`src/rtl/pb_pkg.sv`:
```
// Shared constants and FSM encoding for the PB frame sequencer and its length lookup.
package pb_pkg;

  localparam logic [1:0] PB16   = 2'h0;
  localparam logic [1:0] PB136  = 2'h1;
  localparam logic [1:0] PB520  = 2'h2;
  localparam logic [1:0] PBCUST = 2'h3;

  localparam int unsigned LEN_PB16_DEF  = 64;
  localparam int unsigned LEN_PB136_DEF = 544;
  localparam int unsigned LEN_PB520_DEF = 2080;

  typedef enum logic [2:0] {
    IDLE,
    LOOKUP,
    START,
    WAIT,
    DONE
  } pb_state_t;

endpackage

```
`src/rtl/pb_len_lut.sv`:
```
// Combinational PB size code to interleaver length map, including custom-length validation.
module pb_len_lut
  import pb_pkg::*;
#(
  parameter int unsigned LEN_W     = 12,
  parameter int unsigned LEN_PB16  = LEN_PB16_DEF,
  parameter int unsigned LEN_PB136 = LEN_PB136_DEF,
  parameter int unsigned LEN_PB520 = LEN_PB520_DEF
) (
  input  logic [1:0]       code,
  input  logic [LEN_W-1:0] cfg_len,
  output logic [LEN_W-1:0] len,
  output logic             valid
);

  // Refuse to elaborate rather than silently truncate a fixed length.
  if (LEN_PB520 >= (32'd1 << LEN_W)) begin : g_len_check
    $error("LEN_PB520 does not fit in LEN_W bits");
  end

  always_comb begin
    len   = '0;
    valid = 1'b1;
    case (code)
      PB16:   len = LEN_W'(LEN_PB16);
      PB136:  len = LEN_W'(LEN_PB136);
      PB520:  len = LEN_W'(LEN_PB520);
      PBCUST: begin
        len   = cfg_len;
        // Custom L must be non-zero and a multiple of 8.
        valid = (cfg_len != '0) && (cfg_len[2:0] == 3'b000);
      end
      default: valid = 1'b0;
    endcase
  end

endmodule

```
`src/rtl/pb_frame_sequencer.sv`:
```
// Accepts one frame request, resolves L and walks the interleaver through num_pb blocks.
//   state  | meaning
//   IDLE   | ready for a request; rejects pulse err_req and stay here
//   LOOKUP | L and L/2 registered, pb_idx cleared
//   START  | pb_start pulse for the current PB
//   WAIT   | waiting for pb_done from the interleaver
//   DONE   | frame_done pulse, back to IDLE next cycle
module pb_frame_sequencer
  import pb_pkg::*;
#(
  parameter int unsigned LEN_W     = 12,
  parameter int unsigned NPB_W     = 4,
  parameter int unsigned LEN_PB16  = LEN_PB16_DEF,
  parameter int unsigned LEN_PB136 = LEN_PB136_DEF,
  parameter int unsigned LEN_PB520 = LEN_PB520_DEF
) (
  input  logic             clk,
  input  logic             rst,
  input  logic             req_valid,
  output logic             req_ready,
  input  logic [1:0]       req_pb_size,
  input  logic [NPB_W-1:0] req_num_pb,
  input  logic [LEN_W-1:0] cfg_len,
  output logic [LEN_W-1:0] len_l,
  output logic [LEN_W-1:0] len_half,
  output logic [NPB_W-1:0] pb_idx,
  output logic             pb_start,
  input  logic             pb_done,
  output logic             busy,
  output logic             frame_done,
  output logic             err_req
);

  pb_state_t        state_q, state_d;
  logic [LEN_W-1:0] lut_len;
  logic             lut_valid;
  logic [NPB_W-1:0] num_pb_q;
  logic             load, idx_inc, err_d;

  pb_len_lut #(
    .LEN_W     (LEN_W),
    .LEN_PB16  (LEN_PB16),
    .LEN_PB136 (LEN_PB136),
    .LEN_PB520 (LEN_PB520)
  ) u_len_lut (
    .code    (req_pb_size),
    .cfg_len (cfg_len),
    .len     (lut_len),
    .valid   (lut_valid)
  );

  always_ff @(posedge clk or posedge rst) begin
    if (rst) state_q <= IDLE;
    else     state_q <= state_d;
  end

  always_comb begin
    state_d = state_q;
    load    = 1'b0;
    idx_inc = 1'b0;
    err_d   = 1'b0;
    case (state_q)
      IDLE: begin
        if (req_valid) begin
          if ((req_num_pb != '0) && lut_valid) begin
            load    = 1'b1;
            state_d = LOOKUP;
          end else begin
            err_d = 1'b1;
          end
        end
      end
      LOOKUP: state_d = START;
      START:  state_d = WAIT;
      WAIT: begin
        if (pb_done) begin
          if (pb_idx == num_pb_q - NPB_W'(1)) begin
            state_d = DONE;
          end else begin
            idx_inc = 1'b1;
            state_d = START;
          end
        end
      end
      DONE:    state_d = IDLE;
      default: state_d = IDLE;
    endcase
  end

  // The resolved length stands in for the latched size code and cfg_len.
  always_ff @(posedge clk or posedge rst) begin
    if (rst) begin
      len_l    <= '0;
      len_half <= '0;
      num_pb_q <= '0;
      pb_idx   <= '0;
      err_req  <= 1'b0;
    end else begin
      err_req <= err_d;
      if (load) begin
        len_l    <= lut_len;
        len_half <= lut_len >> 1;
        num_pb_q <= req_num_pb;
        pb_idx   <= '0;
      end else if (idx_inc) begin
        pb_idx <= pb_idx + NPB_W'(1);
      end
    end
  end

  assign req_ready  = (state_q == IDLE);
  assign busy       = (state_q != IDLE);
  assign pb_start   = (state_q == START);
  assign frame_done = (state_q == DONE);

endmodule

```
`config.mk`:
```
export PLATFORM = sky130hd
export DESIGN_NAME = pb_frame_sequencer
export DESIGN_NICKNAME = d
export VERILOG_FILES = /design/src/rtl/pb_pkg.sv /design/src/rtl/pb_len_lut.sv /design/src/rtl/pb_frame_sequencer.sv
export SDC_FILE = /design/constraint.sdc
export NUM_CORES = 1
export LEC_CHECK = 0
export BUFFER_PORTS_ARGS = -buffer_cell sky130_fd_sc_hd__buf_2
export CAP_MARGIN = 40
export CORE_MARGIN = 1.5
export CORE_UTILIZATION = 48
export DETAILED_ROUTE_END_ITERATION = 12
export GPL_TIMING_DRIVEN = 1
export PLACE_DENSITY_LB_ADDON = 0.08
export SYNTH_ARGS = -nofsm -noshare
export SYNTH_HDL_FRONTEND = slang
export SYNTH_SLANG_ARGS = --single-unit
```
`constraint.sdc`:
```
create_clock -name clk -period 2.5 [get_ports clk]
set_input_delay 0.25 -clock clk [delete_from_list [all_inputs] [get_ports clk]]
set_output_delay 0.25 -clock clk [all_outputs]
set_load 0.005 [all_outputs]
```
Word-level counts from Yosys, hierarchy flattened
Cells that the tools add are included.
{"block": "op_classes", "n_mul": 0, "n_eq_ne": 11, "div": 0, "muxes": 18, "bitwise": 0, "n_reduce_logical": 10, "shift": 0, "n_lt_le_gt_ge": 0, "n_addsub": 2}
{"cell": "$pmux 12 s4", "n": 1}
{"cell": "$mux 3", "n": 4}
{"cell": "$pmux 3 s4", "n": 1}
{"cell": "$reduce_bool 12->1", "n": 1}
{"cell": "$mux 1", "n": 10}
{"cell": "$mux 4", "n": 2}
{"cell": "$eq 3x2->1 const B", "n": 2}
{"cell": "$logic_not 3->1", "n": 2}
{"cell": "$add 4x1->4 const B", "n": 1}
{"cell": "$eq 2x2->1 const B", "n": 2}
{"cell": "$eq 4x4->1", "n": 1}
{"cell": "$ne 2x2->1 const B", "n": 2}
{"cell": "$reduce_bool 4->1", "n": 1}
{"cell": "$sub 4x1->4 const B", "n": 1}
{"cell": "$eq 3x1->1 const B", "n": 1}
{"cell": "$eq 3x3->1 const B", "n": 1}
{"cell": "$reduce_and 3->1", "n": 1}
{"cell": "$reduce_bool 3->1", "n": 1}
{"cell": "$eq 2x1->1 const B", "n": 1}
{"cell": "$logic_and 1x1->1", "n": 2}
{"cell": "$logic_not 2->1", "n": 1}
{"cell": "$ne 2x1->1 const B", "n": 1}
{"cell": "$reduce_bool 2->1", "n": 1}
{"block": "word_totals", "input_bits": 22, "wordCells": 47, "register_bits": 35, "output_inout_bits": 33, "ram_bits": 0, "memories": 0, "mem_bits_ro": 0, "latchBits": 0}

Depth between registers and ports, before layout
Gate-level depths: netlist of run 1.
{"block": "depth", "word_depth": 8, "mapped_depth": 6, "depth_no_buf": 6}

Modules after synthesis
From an unflattened synthesis of run 1, not the netlist that was laid out.
{"block": "unflattened", "cells_unflattened": 156, "area_unflattened_um2": 1370.1}
{"mod": "pb_frame_sequencer", "cells_each": 130, "seq_area_each_um2": 600.6, "instances": 1, "area_per_inst_um2": 1223.7}
{"mod": "pb_len_lut", "cells_each": 26, "seq_area_each_um2": 0.0, "instances": 1, "area_per_inst_um2": 146.4}

Least setup slack after synthesis of run 1
No wires, ideal clock.
{"block": "synth_timing", "path_type": "reg2reg", "from": "reg state_q[2]", "to": "reg len_l[10]", "t_required_ns": 2.375, "n_path_buf": 1, "arrival_ns": 1.889, "path_slack_ns": 0.486, "setup_time_ns": 0.125, "path_stages_with_launch": 7, "synth_period_minus_slack_ns": 2.014, "cell_sequence": "dfrtp_1 or3_1 inv_1 nand2_1 nor3_4 buf_6 mux2_4"}
{"block": "synth_between", "elab_chain_len": 2}
{"element": "from (decl)", "line": "pb_frame_sequencer.sv:34", "text": "pb_state_t state_q, state_d;"}
{"element": "from (signal assigned)", "line": "pb_frame_sequencer.sv:54", "text": "else state_q <= state_d;"}
{"element": "$logic_not 3->1"}
{"element": "via req_ready", "line": "pb_frame_sequencer.sv:20", "text": "output logic req_ready,"}
{"element": "$mux 1", "line": "pb_frame_sequencer.sv:62", "text": "case (state_q)"}
{"element": "to (signal assigned)", "line": "pb_frame_sequencer.sv:101", "text": "len_l <= lut_len;"}
{"element": "to (decl)", "line": "pb_frame_sequencer.sv:24", "text": "output logic [LEN_W-1:0] len_l,"}
The timed path passes the listed nets, and every way through them passes these cells.
A chain may end at the register's enable or synchronous reset.

Worst setup path in the final report of run 1
{"block": "layout_timing", "from": "reg state_q[1]", "to": "reg len_l[3]"}
{"block": "layout_between", "elab_chain_len": 2}
{"element": "$logic_not 3->1", "line": "pb_frame_sequencer.sv:62"}
{"element": "$mux 1", "line": "pb_frame_sequencer.sv:62"}
No other way between the ends.

==> PnR_summary.wiki, run 1 <==
{| class="wikitable"
! Metric !! Value
|-
| Final sum of negative setup slack || 0 ns
|-
| TritonRoute pass-1 iters || 4
|-
| Synthesis-stage register bit count || 24
|-
| Final HPWL from detailed placement || about 2100 um
|-
| Setup Fix Bufs, Post-CTS || 0
|-
| Horizontal extent of the die || 56.5 um
|-
| Via count || between 1000 and 1500
|-
| Master cell of the clock root buffer || sky130_fd_sc_hd__clkbuf_4
|-
| Syn nets || 148
|-
| Number of primary I/O pins || 55
|-
| Filler cells || around 240
|-
| Clk buf depth || 2
|-
| Non-filler instance count after layout || around 200
|-
| Number of I/O port buffers || 53
|-
| Number of distinct library cell variants in the gate-level netlist after synthesis || 36
|-
| Netlist area before placement || about 0.0014 mm2
|-
| Req. time, crit path || ~2.7 ns
|-
| Final cycle utilization of the critical path || roughly four fifths
|-
| Total clock sinks || 24
|-
| Delay contributed by the slowest stage of the critical path || roughly 0.47 ns
|-
| Worst hold slack || 0.169 ns
|-
| Via density per instance || between 5 and 6
|-
| Most frequent standard cell in the layout excluding fill and tap cells || sky130_fd_sc_hd__buf_2
|-
| Sequential share of the synthesized area || ~44%
|-
| Pin count of the biggest net entering global routing || 22
|-
| H-tree depth || 1
|-
| Final wirelength || 2690 um
|-
| Final routed DRC violation total || 0
|-
| Sort of element at the start of the critical path || flop
|-
| Unrepaired setup endpoints after global routing || false
|-
| Final Hold Viols || 0
|-
| Clock transition at the register clock pins on the worst setup and hold paths after CTS || ~0.15 ns
|-
| FMAX || between 400 and 500 MHz
|-
| Antenna violations before repair || 0
|-
| Remaining global-route overflow || 0
|-
| Maximum fanout along the worst path || 16
|-
| Cells traversed along the worst timing path || or3_1, inv_1, nand2_1, nor3_4, buf_4, mux2_2
|-
| CP Data Arrival Time || 2.26 ns
|-
| TritonCTS clock tree || built
|-
| RePlAce Congestion || around 0.87
|-
| Leading cell types by total area after synthesis || sky130_fd_sc_hd__dfrtp_1 (44%), sky130_fd_sc_hd__buf_4 (6.6%), sky130_fd_sc_hd__mux2_4 (5.5%)
|-
| Top library cells by usage in the layout, fill and taps aside || sky130_fd_sc_hd__buf_2 (53), sky130_fd_sc_hd__dfrtp_1 (24), sky130_fd_sc_hd__inv_1 (10)
|-
| Max-cap violation count || 0
|-
| Starting utilization of the core area || slightly above 50%
|-
| Run status || finished, final reports clean
|-
| Crit end category || flop
|-
| Placed instance count || 196
|-
| Synth Warn # || 0
|-
| Average routed wire per standard cell || between 10 and 15 um
|-
| Crit path max-delay cell type || sky130_fd_sc_hd__dfrtp_1
|-
| Library cell occupying the most area in the post-synthesis netlist || sky130_fd_sc_hd__dfrtp_1
|-
| Startpoint-to-endpoint class of the critical path || flop to flop
|-
| Number of rows created at floorplan || 19
|-
| Final worst clock skew || 0.0116 ns
|-
| Fraction of layout instances using a drive strength above 1 || a little under half
|-
| Die outline area || around 0.0032 mm2
|-
| Antenna viol nets, final || 0
|-
| Top-area cell type share of the netlist area || a little over two fifths
|-
| Net total in the final layout || about 200
|-
| Vias in the first global route || a little over 1000
|-
| Post-layout minimum cycle time || about 2.0 ns
|-
| Setup slack of the most critical reg-to-reg path || around 0.45 ns
|-
| Worst hold path type || input port to flop
|-
| Fin. max-slew vios || 0
|-
| Ys async rst share || between 90% and 100%
|-
| Placeable core area || between 0.002 and 0.003 mm2
|-
| Number of setup violations in the final report || 0
|-
| Largest vdd supply drop || around 530 uV
|-
| Clock latency reported for the late side of the worst-skew pair || 0.32 ns
|-
| Drt first-iter violations || 17
|-
| Number of buffers created by CTS || 3
|-
| Area growth from synthesis to layout || 21.8%
|-
| Diode count || 0
|-
| Mean instance size in the synthesized netlist || ~11 um2
|-
| Die Ht || about 57 um
|-
| Post-synth EDFFs || 0
|-
| Largest delay share family, worst path || simple AND/OR/NAND/NOR gates
|-
| Post-Synthesis Cells || about 120
|-
| Reported leakage power || ~0.00092 uW
|-
| First-pass GRT wire length || ~4800 um
|-
| Tot GR Track Use || between 10% and 20%
|-
| Critical path buffers and inverters || 2
|-
| Most frequently used flop master after synthesis || sky130_fd_sc_hd__dfrtp_1
|-
| PD cells || around 900 mW/mm2
|}
==> flip-flops by register name, summed over array words and instances (netlist names) <==
register	count
len_l	12
num_pb_q	4
pb_idx	4
state_q	3
err_req	1
==> Yosys cell counts (2+ instances only) <==
cell type and count:
sky130_fd_sc_hd__o31ai_1 5, sky130_fd_sc_hd__xnor2_1 2, sky130_fd_sc_hd__buf_4 12, sky130_fd_sc_hd__o21ai_0 5, sky130_fd_sc_hd__nor3_1 3, sky130_fd_sc_hd__a21oi_1 2
sky130_fd_sc_hd__ha_1 2, sky130_fd_sc_hd__mux2i_1 6, sky130_fd_sc_hd__and2b_2 3, sky130_fd_sc_hd__dfrtp_1 24, sky130_fd_sc_hd__clkbuf_1 2, sky130_fd_sc_hd__nand2_1 5
sky130_fd_sc_hd__or4_1 2, sky130_fd_sc_hd__nand3_1 2, sky130_fd_sc_hd__and3_1 4, sky130_fd_sc_hd__nor2_1 4, sky130_fd_sc_hd__nor3b_1 3, sky130_fd_sc_hd__mux2_4 5
sky130_fd_sc_hd__xor2_1 2, sky130_fd_sc_hd__inv_1 10, sky130_fd_sc_hd__mux2_2 6
==> worst paths after layout <==
path | start | end | cells after the start
min in group asynchronous | rst | len_l[1] | 3
max in group asynchronous | rst | state_q[1] | 4
max reg2reg | state_q[1] | len_l[3] | 6
max | state_q[1] | len_l[3] | 6
min reg2reg | len_l[0] | len_l[0] | 1
min | req_num_pb[3] | num_pb_q[3] | 2
==> area by class of cell <==
type                       count  area [um2]  area share (%)
inverter                      10        37.5            2.24
clock buffer                   3        22.5            1.34
multi-input combinational     75         628            37.5
sequential                    24         601            35.8
tap                           31        38.8            2.32
clock inverter                 1        30.0            1.79
timing repair buffer          57         318            19.0
==> through the flow <==
stage	utilization (%)	cell area, um2	setup WS, ns	total power [uW]
final	61.3	1680	0.455	1500
after detailed placement	59.0	1610	0.470	1230
after global routing	61.3	1680	0.311	1630
after global placement	58.0	1590	0.521	1210
after floorplan	-	1380	0.486	1050
after CTS	61.3	1680	0.447	1520
==> worst reg2reg max path, cell delays in order (launching register included) <==
cell,delay [ns]
sky130_fd_sc_hd__dfrtp_1,0.47
sky130_fd_sc_hd__or3_1,0.39
sky130_fd_sc_hd__inv_1,0.08
sky130_fd_sc_hd__nand2_1,0.18
sky130_fd_sc_hd__nor3_4,0.22
sky130_fd_sc_hd__buf_4,0.26
sky130_fd_sc_hd__mux2_2,0.36
==> routing by layer <==
metal	track usage [%]	share of wire, %	vias to the layer above
met1	26.9	47	478
li1	-	-	512
met2	30.1	46	32
met5	0	0	-
met4	6.12	0.78	0
met3	3.23	5.9	2
==> cell families (layout without fill, tap and decap cells) <==
kind of cell,Yosys count,after routing,share of synthesized area (%)
AOI/OAI and AO/OA,16,16,7.64
other,1,1,0.273
xor gates and xnor gates,5,5,4.19
and+or+nand+nor,34,34,17.0
DFF,24,24,43.7
muxes,17,17,14.7
buffers and inverters,25,71,10.6
adders and majority gates,2,2,1.82
==> power breakdown <==
| group | switching (uW) | total [uW] | internal (uW) |
|---|---|---|---|
| combinational | 265 | 595 | 330 |
| clock | 123 | 285 | 162 |
| sequential | 126 | 623 | 497 |
==> what timing repair did <==
item,4_1_cts,5_1_grt
hold endpoints to repair,3,0
hold buffers,1,0
resized for setup,0,0
(Power assumes the default switching activity.)
==> run 2, diff against run 1 <==
Clock period 2.5 ns to 1.9 ns, I/O delays scaled along.
==> run 2 against run 1 <==
Compared with the run above:
- die area stayed put
- clock skew is 0.0090 ns lower
- combinational power is 47% higher
- clock-buffer cell count is 1 higher
- largest cell class unchanged
- largest power group is now combinational logic
==> PnR_summary.wiki, run 2 (synthesis results as in run 1) <==
{| class="wikitable"
! Metric !! Value
|-
| Net total in the final layout || 203 (+4.1%)
|-
| TritonCTS clock tree || built
|-
| Multi-input gate area || 634 um2 (+1.0%)
|-
| Filler cells || 236 (unchanged)
|-
| Most frequent standard cell in the layout excluding fill and tap cells || sky130_fd_sc_hd__buf_2
|-
| Number of rows created at floorplan || 19 (unchanged)
|-
| First element of the critical path || state_q[2]
|-
| Final HPWL from detailed placement || 2160 um (+5.1%)
|-
| Critical path buffers and inverters || 2 (unchanged)
|-
| Final routed DRC violation total || 0 (unchanged)
|-
| Placed instance count || 202 (+3.1%)
|-
| Area growth from synthesis to layout || 24.9%
|-
| CP Data Arrival Time || 1.95 ns (-0.31 ns)
|-
| Clock latency reported for the late side of the worst-skew pair || 0.32 ns (about the same)
|-
| Fin. max-slew vios || 0 (unchanged)
|-
| Hold Startpoint || req_num_pb[1]
|-
| Via count || 1065 (+4.0%)
|-
| Sort of element at the start of the critical path || flop
|-
| Crit end category || flop
|-
| Clk buf depth || 2 (unchanged)
|-
| Die Ht || 56.5 um (unchanged)
|-
| Run status || finished, final reports clean
|-
| Vias in the first global route || 999 (-3.7%)
|-
| Final Hold Viols || 0 (unchanged)
|-
| Drt first-iter violations || 37 (+20)
|-
| Number of primary I/O pins || 55 (unchanged)
|-
| Die outline area || 0.00320 mm2 (unchanged)
|-
| Via density per instance || 5.10 (about the same)
|-
| Final instance area || 0.00172 mm2 (+2.5%)
|-
| Starting utilization of the core area || 50.3% (unchanged)
|-
| H-tree depth || 1 (unchanged)
|-
| Antenna violations before repair || 0 (unchanged)
|-
| Largest delay share family, worst path || simple AND/OR/NAND/NOR gates
|-
| Largest register by flop count || len_l
|-
| Cell area reported after detailed placement || 0.00164 mm2 (+1.7%)
|-
| RePlAce Congestion || 0.743 (-14%)
|-
| Number of buffers created by CTS || 3 (unchanged)
|-
| Final worst clock skew || 0.00255 ns (-0.00904 ns)
|-
| Antenna viol nets, final || 0 (unchanged)
|-
| Final wirelength || 2720 um (+1.1%)
|-
| Clock transition at the register clock pins on the worst setup and hold paths after CTS || 0.13 ns (-0.02 ns)
|-
| Unrepaired setup endpoints after global routing || false
|-
| Cells traversed along the worst timing path || or3_1, inv_1, nand2_2, nor3_4, buf_12, mux2_2
|-
| Non-filler instance count after layout || 209 (+4.0%)
|-
| Horizontal extent of the die || 56.5 um (unchanged)
|-
| Number of I/O port buffers || 53 (unchanged)
|-
| Largest vdd supply drop || 690 uV (+30%)
|-
| Max-cap violation count || 0 (unchanged)
|-
| Reported leakage power || 0.000951 uW (+3.0%)
|-
| Final cycle utilization of the critical path || 91.1% (+9.3 points)
|-
| FMAX || 578 MHz (+18%)
|-
| PD cells || 1130 mW/mm2 (+26%)
|-
| Average routed wire per standard cell || 13.0 um (-2.8%)
|-
| Worst hold path type || input port to flop
|-
| Total clock sinks || 24 (unchanged)
|-
| Fraction of layout instances using a drive strength above 1 || 50.6% (+3.5 points)
|-
| Top library cells by usage in the layout, fill and taps aside || sky130_fd_sc_hd__buf_2 (53), sky130_fd_sc_hd__dfrtp_1 (24), sky130_fd_sc_hd__inv_1 (10), sky130_fd_sc_hd__buf_4 (10)
|-
| Post-layout minimum cycle time || 1.73 ns (-0.315 ns)
|-
| Largest registers || len_l x12, num_pb_q x4, pb_idx x4
|-
| First-pass GRT wire length || 4680 um (-2.4%)
|-
| Launching point of the worst reg2reg path || state_q[2]
|-
| Placeable core area || 0.00273 mm2 (unchanged)
|-
| Number of flip-flops under the largest register name || 12 (unchanged)
|-
| Area of all sequential standard cells || 601 um2 (unchanged)
|-
| Startpoint-to-endpoint class of the critical path || flop to flop
|-
| Delay contributed by the slowest stage of the critical path || 0.39 ns (-0.08 ns)
|-
| Remaining global-route overflow || 0 (unchanged)
|-
| Number of setup violations in the final report || 0 (unchanged)
|-
| Master cell of the clock root buffer || sky130_fd_sc_hd__clkbuf_4
|-
| Diode count || 0 (unchanged)
|-
| Maximum fanout along the worst path || 13 (-3)
|-
| Pin count of the biggest net entering global routing || 25 (+14%)
|-
| Crit path max-delay cell type || sky130_fd_sc_hd__dfrtp_1
|-
| TritonRoute pass-1 iters || 4 (unchanged)
|-
| Tot GR Track Use || 18.8% (-0.30 points)
|-
| Req. time, crit path || 2.12 ns (-0.59 ns)
|}
-- run 2: layer usage --
metal	track usage [%]	wire, um
met1	25.8	1270
met2	30.4	1300
met3	3.00	121
met4	6.12	27
met5	0	0
-- run 2: worst paths after layout --
kind	end	slack (ns)	depth (start not counted)
worst max-delay path	len_l[8]	0.17	6
worst min-delay path	num_pb_q[1]	0.11	2
worst max register to register	len_l[8]	0.17	6
worst min register to register	len_l[0]	0.52	1
max in group asynchronous	num_pb_q[1]	1.23	4
min in group asynchronous	len_l[8]	0.45	4
-- run 2: final cells by class --
| type | count | share of cell area (%) |
|---|---|---|
| multi-input cells | 75 | 36.9 |
| repair buffers | 65 | 21.6 |
| inverters | 10 | 2.18 |
| clock buffers | 4 | 2.11 |
| flip-flops and latches | 24 | 35.0 |
| well taps | 31 | 2.26 |
-- run 2: through the flow --
stage          total power (uW)  util, %  hold slack [ns]  worst slack (ns)  setup TNS [ns]
6_report                   1940     62.8            0.107             0.169               0
3_5_place_dp               1660     60.0            0.259            -0.153           -1.45
2_1_floorplan              1380        -            0.205           0.00765               0
4_1_cts                    1950     62.7           0.0981            0.0562               0
5_1_grt                    2100     62.8           0.0915            0.0231               0
3_3_place_gp               1620     60.0            0.244            -0.121           -1.05
-- run 2: repair_timing --
| action | CTS | global route |
|---|---|---|
| setup buffers | 2 | 0 |
| pin swaps | 1 | 1 |
| hold endpoints to repair | 24 | 0 |
| hold buffers | 1 | 0 |
| setup endpoints to repair | 14 | 5 |
| gates resized for setup | 0 | 2 |
-- run 2: worst register-to-register path: cells and delay by family (launching register included) --
kind / cells / cell delay (ns)
DFF: 1 / 0.39
and+or+nand+nor: 3 / 0.64
muxes: 1 / 0.33
buffers and inverters: 2 / 0.27
-- run 2: power breakdown --
| part | switching, uW | internal (uW) | leakage (uW) |
|---|---|---|---|
| logic | 402 | 475 | 0.000623 |
| clock network | 158 | 117 | 0.0000210 |
| registers | 135 | 654 | 0.000307 |
| total | 695 | 1250 | 0.000951 |
==> run 3, diff against run 2 <==
Settings changed: CORE_MARGIN 1.5 to 4, RECOVER_POWER set to 25.
==> run 3 against run 2 <==
Compared with the run above:
- global-route usage shrank 3.2 points
- cell area grew 0.15%
- first-iteration DRC count shrank 16%
- combinational power shrank 3.3%
- sequential cell count is the same
- sequential share of layout area shrank 0.051 points
- setup slack lost 0.062 ns
- clock-buffer cell count shrank 1
- largest cell class unchanged
- worst hold slack lost 0.0066 ns
==> PnR_summary.wiki, run 3 (synthesis results as in run 1) <==
{| class="wikitable"
! Metric !! Value
|-
| Final routed DRC violation total || 0 (unchanged)
|-
| Final HPWL from detailed placement || 2170 um (+0.49%)
|-
| Area growth from synthesis to layout || 25.1%
|-
| Horizontal extent of the die || 61.5 um (+8.8%)
|-
| Run status || finished, final reports clean
|-
| Fraction of power spent switching nets || 33.2% (-2.6 points)
|-
| Vias in the first global route || 926 (-7.3%)
|-
| Post-layout minimum cycle time || 1.79 ns (+0.0618 ns)
|-
| Diode count || 0 (unchanged)
|-
| Starting utilization of the core area || 49.9% (-0.43 points)
|-
| CP Data Arrival Time || 2.00 ns (+0.05 ns)
|-
| Fin. max-slew vios || 0 (unchanged)
|-
| Slew Limit Headroom || between 50 and 60%
|-
| Final wirelength || 2810 um (+3.6%)
|-
| Crit path max-delay cell type || sky130_fd_sc_hd__dfrtp_1
|-
| H-tree depth || 1 (unchanged)
|-
| Average routed wire per standard cell || 13.5 um (+4.1%)
|-
| Pin count of the biggest net entering global routing || 25 (unchanged)
|-
| Number of rows created at floorplan || 19 (unchanged)
|-
| Die Ht || 61.5 um (+8.8%)
|-
| Cell depth of the worst min-delay path || 2 (unchanged)
|-
| PD cells || 1160 mW/mm2 (+2.9%)
|-
| Max-cap violation count || 0 (unchanged)
|-
| TritonCTS clock tree || built
|-
| Largest registers || len_l x12, num_pb_q x4, pb_idx x4
|-
| Final cycle utilization of the critical path || 94.3% (+3.3 points)
|-
| Setup ws final || 0.107 ns (-0.0618 ns)
|-
| Worst hold slack || 0.100 ns (-0.00655 ns)
|-
| Net Switching || 664 uW (-4.4%)
|-
| Post-Route Utilization || 62.4% (-0.45 points)
|-
| Req. time, crit path || 2.11 ns (about the same)
|-
| Total clock sinks || 24 (unchanged)
|-
| TritonRoute pass-1 iters || 4 (unchanged)
|-
| Maximum fanout along the worst path || 16 (+3)
|-
| Reported leakage power || 0.000951 uW (about the same)
|-
| Final Hold Viols || 0 (unchanged)
|-
| Drt first-iter violations || 31 (-16%)
|-
| Cell-internal power || 1340 uW (+7.3%)
|-
| Post-route met1 wirelength || 1330 um (+4.7%)
|-
| Unrepaired setup endpoints after global routing || false
|-
| Most frequent standard cell in the layout excluding fill and tap cells || sky130_fd_sc_hd__buf_2
|-
| Worst Reg2Reg Path Length in Cells || 6 (unchanged)
|-
| Number of buffers created by CTS || 3 (unchanged)
|-
| Largest register by flop count || len_l
|-
| Via count || 1028 (-3.5%)
|-
| Placeable core area || 0.00276 mm2 (+0.87%)
|-
| Final worst clock skew || 0.00425 ns (+0.00170 ns)
|-
| First-pass GRT wire length || 4250 um (-9.1%)
|-
| Total length of routed met3 wires || 178 um (+47%)
|-
| Remaining global-route overflow || 0 (unchanged)
|-
| Via density per instance || 4.94 (-3.0%)
|-
| Clock transition at the register clock pins on the worst setup and hold paths after CTS || 0.13 ns (about the same)
|-
| Fraction of layout instances using a drive strength above 1 || 49.7% (-0.84 points)
|-
| RePlAce Congestion || 0.812 (+9.3%)
|-
| Clock latency reported for the late side of the worst-skew pair || 0.31 ns (about the same)
|-
| Delay contributed by the slowest stage of the critical path || 0.40 ns (about the same)
|-
| Net total in the final layout || 202 (-0.49%)
|-
| FMAX || 558 MHz (-3.4%)
|-
| Number of primary I/O pins || 55 (unchanged)
|-
| Startpoint-to-endpoint class of the critical path || flop to flop
|-
| Number of flip-flops under the largest register name || 12 (unchanged)
|-
| Sort of element at the start of the critical path || flop
|-
| Number of setup violations in the final report || 0 (unchanged)
|-
| Worst hold path type || input port to flop
|-
| Final sum of negative setup slack || 0 ns (unchanged)
|-
| Clk buf depth || 2 (unchanged)
|-
| Final instance area || 0.00172 mm2 (+0.15%)
|-
| Die outline area || 0.00379 mm2 (+18%)
|-
| Tot GR Track Use || 15.6% (-3.2 points)
|-
| WL met2 || 1280 um (-1.0%)
|-
| Antenna violations before repair || 0 (unchanged)
|-
| Cell area reported after detailed placement || 0.00164 mm2 (unchanged)
|-
| Antenna viol nets, final || 0 (unchanged)
|-
| Uppermost metal layer occupied by signal nets || met4
|-
| Relative contribution of the clock network to total power || 18.3% (+4.1 points)
|-
| Top library cells by usage in the layout, fill and taps aside || sky130_fd_sc_hd__buf_2 (53), sky130_fd_sc_hd__dfrtp_1 (24), sky130_fd_sc_hd__inv_1 (10)
|-
| Post-cts repair resize count || 0 (unchanged)
|-
| Crit end category || flop
|-
| Number of I/O port buffers || 53 (unchanged)
|-
| Master cell of the clock root buffer || sky130_fd_sc_hd__clkbuf_4
|-
| Largest vdd supply drop || 914 uV (+32%)
|-
| Worst Tran Pin Value || around 0.61 ns
|-
| Gate power share || 42.4% (-2.8 points)
|-
| Fraction of power consumed by sequential logic || 39.3% (-1.3 points)
|-
| Cells traversed along the worst timing path || or3_1, inv_1, nand2_2, nor3_4, buf_12, mux2_2
|-
| Setup WS pre-CTS || -0.174 ns (-0.0207 ns)
|}
[run 3: changes by cell type in the layout (fill, tap and decap cells not counted)]
| cell | delta |
|---|---|
| sky130_fd_sc_hd__clkbuf_2 | +1 |
| sky130_fd_sc_hd__clkbuf_8 | -1 |
| sky130_fd_sc_hd__bufinv_16 | +1 |
| sky130_fd_sc_hd__o21ai_0 | +1 |
| sky130_fd_sc_hd__buf_4 | -2 |
| sky130_fd_sc_hd__o21ai_2 | -1 |
[run 3: path summary, 6_finish.rpt]
kind | start | endpoint | slack (ns)
max | state_q[2] | len_l[8] | 0.11
max reg2reg | state_q[2] | len_l[8] | 0.11
max in group asynchronous | rst | pb_idx[2] | 0.94
min in group asynchronous | rst | len_l[0] | 0.56
min | pb_done | state_q[1] | 0.10
min reg2reg | len_l[1] | len_l[1] | 0.53
[run 3: cell type report]
| class | count | area [um2] |
|---|---|---|
| timing repair buffer | 64 | 360 |
| tap | 31 | 38.8 |
| sequential | 24 | 601 |
| clock buffer | 3 | 22.5 |
| multi-input combinational | 75 | 631 |
| clock inverter | 1 | 30.0 |
| fill | 254 | 1040 |
| inverter | 10 | 37.5 |
[run 3: power by group through the flow]
stage	registers, uW	logic, uW	clock network [uW]
final	787	848	366
after global routing	817	947	408
after CTS	791	857	380
after detailed placement	803	844	0
after global placement	794	835	0
after floorplan	808	575	0
[run 3: per-layer routing]
| metal | global-route usage (%) | vias up |
|---|---|---|
| met5 | 0 | - |
| met4 | 6.36 | 0 |
| met3 | 3.35 | 2 |
| met2 | 22.3 | 30 |
| met1 | 22.7 | 471 |
| li1 | - | 525 |
[run 3: worst max-delay path, delay by kind of cell, from the launching register on]
kind,cells,cell delay [ns]
buffers and inverters,2,0.27
flip-flops,1,0.40
multiplexers,1,0.34
AND/OR/NAND/NOR,3,0.68
[run 3: per-stage QoR]
| step | std cells | total power [uW] |
|---|---|---|
| 2_1_floorplan | 124 | 1380 |
| 3_3_place_gp | 202 | 1630 |
| 6_report | 208 | 2000 |
| 3_5_place_dp | 202 | 1650 |
| 4_1_cts | 208 | 2030 |
| 5_1_grt | 208 | 2170 |
[run 3: what timing repair did]
action / CTS / global route
setup endpoints to repair: 14 / 0
hold buffers: 1 / 0
endpoints found under the hold margin: 24 / 0
buffers inserted: 1 / 0
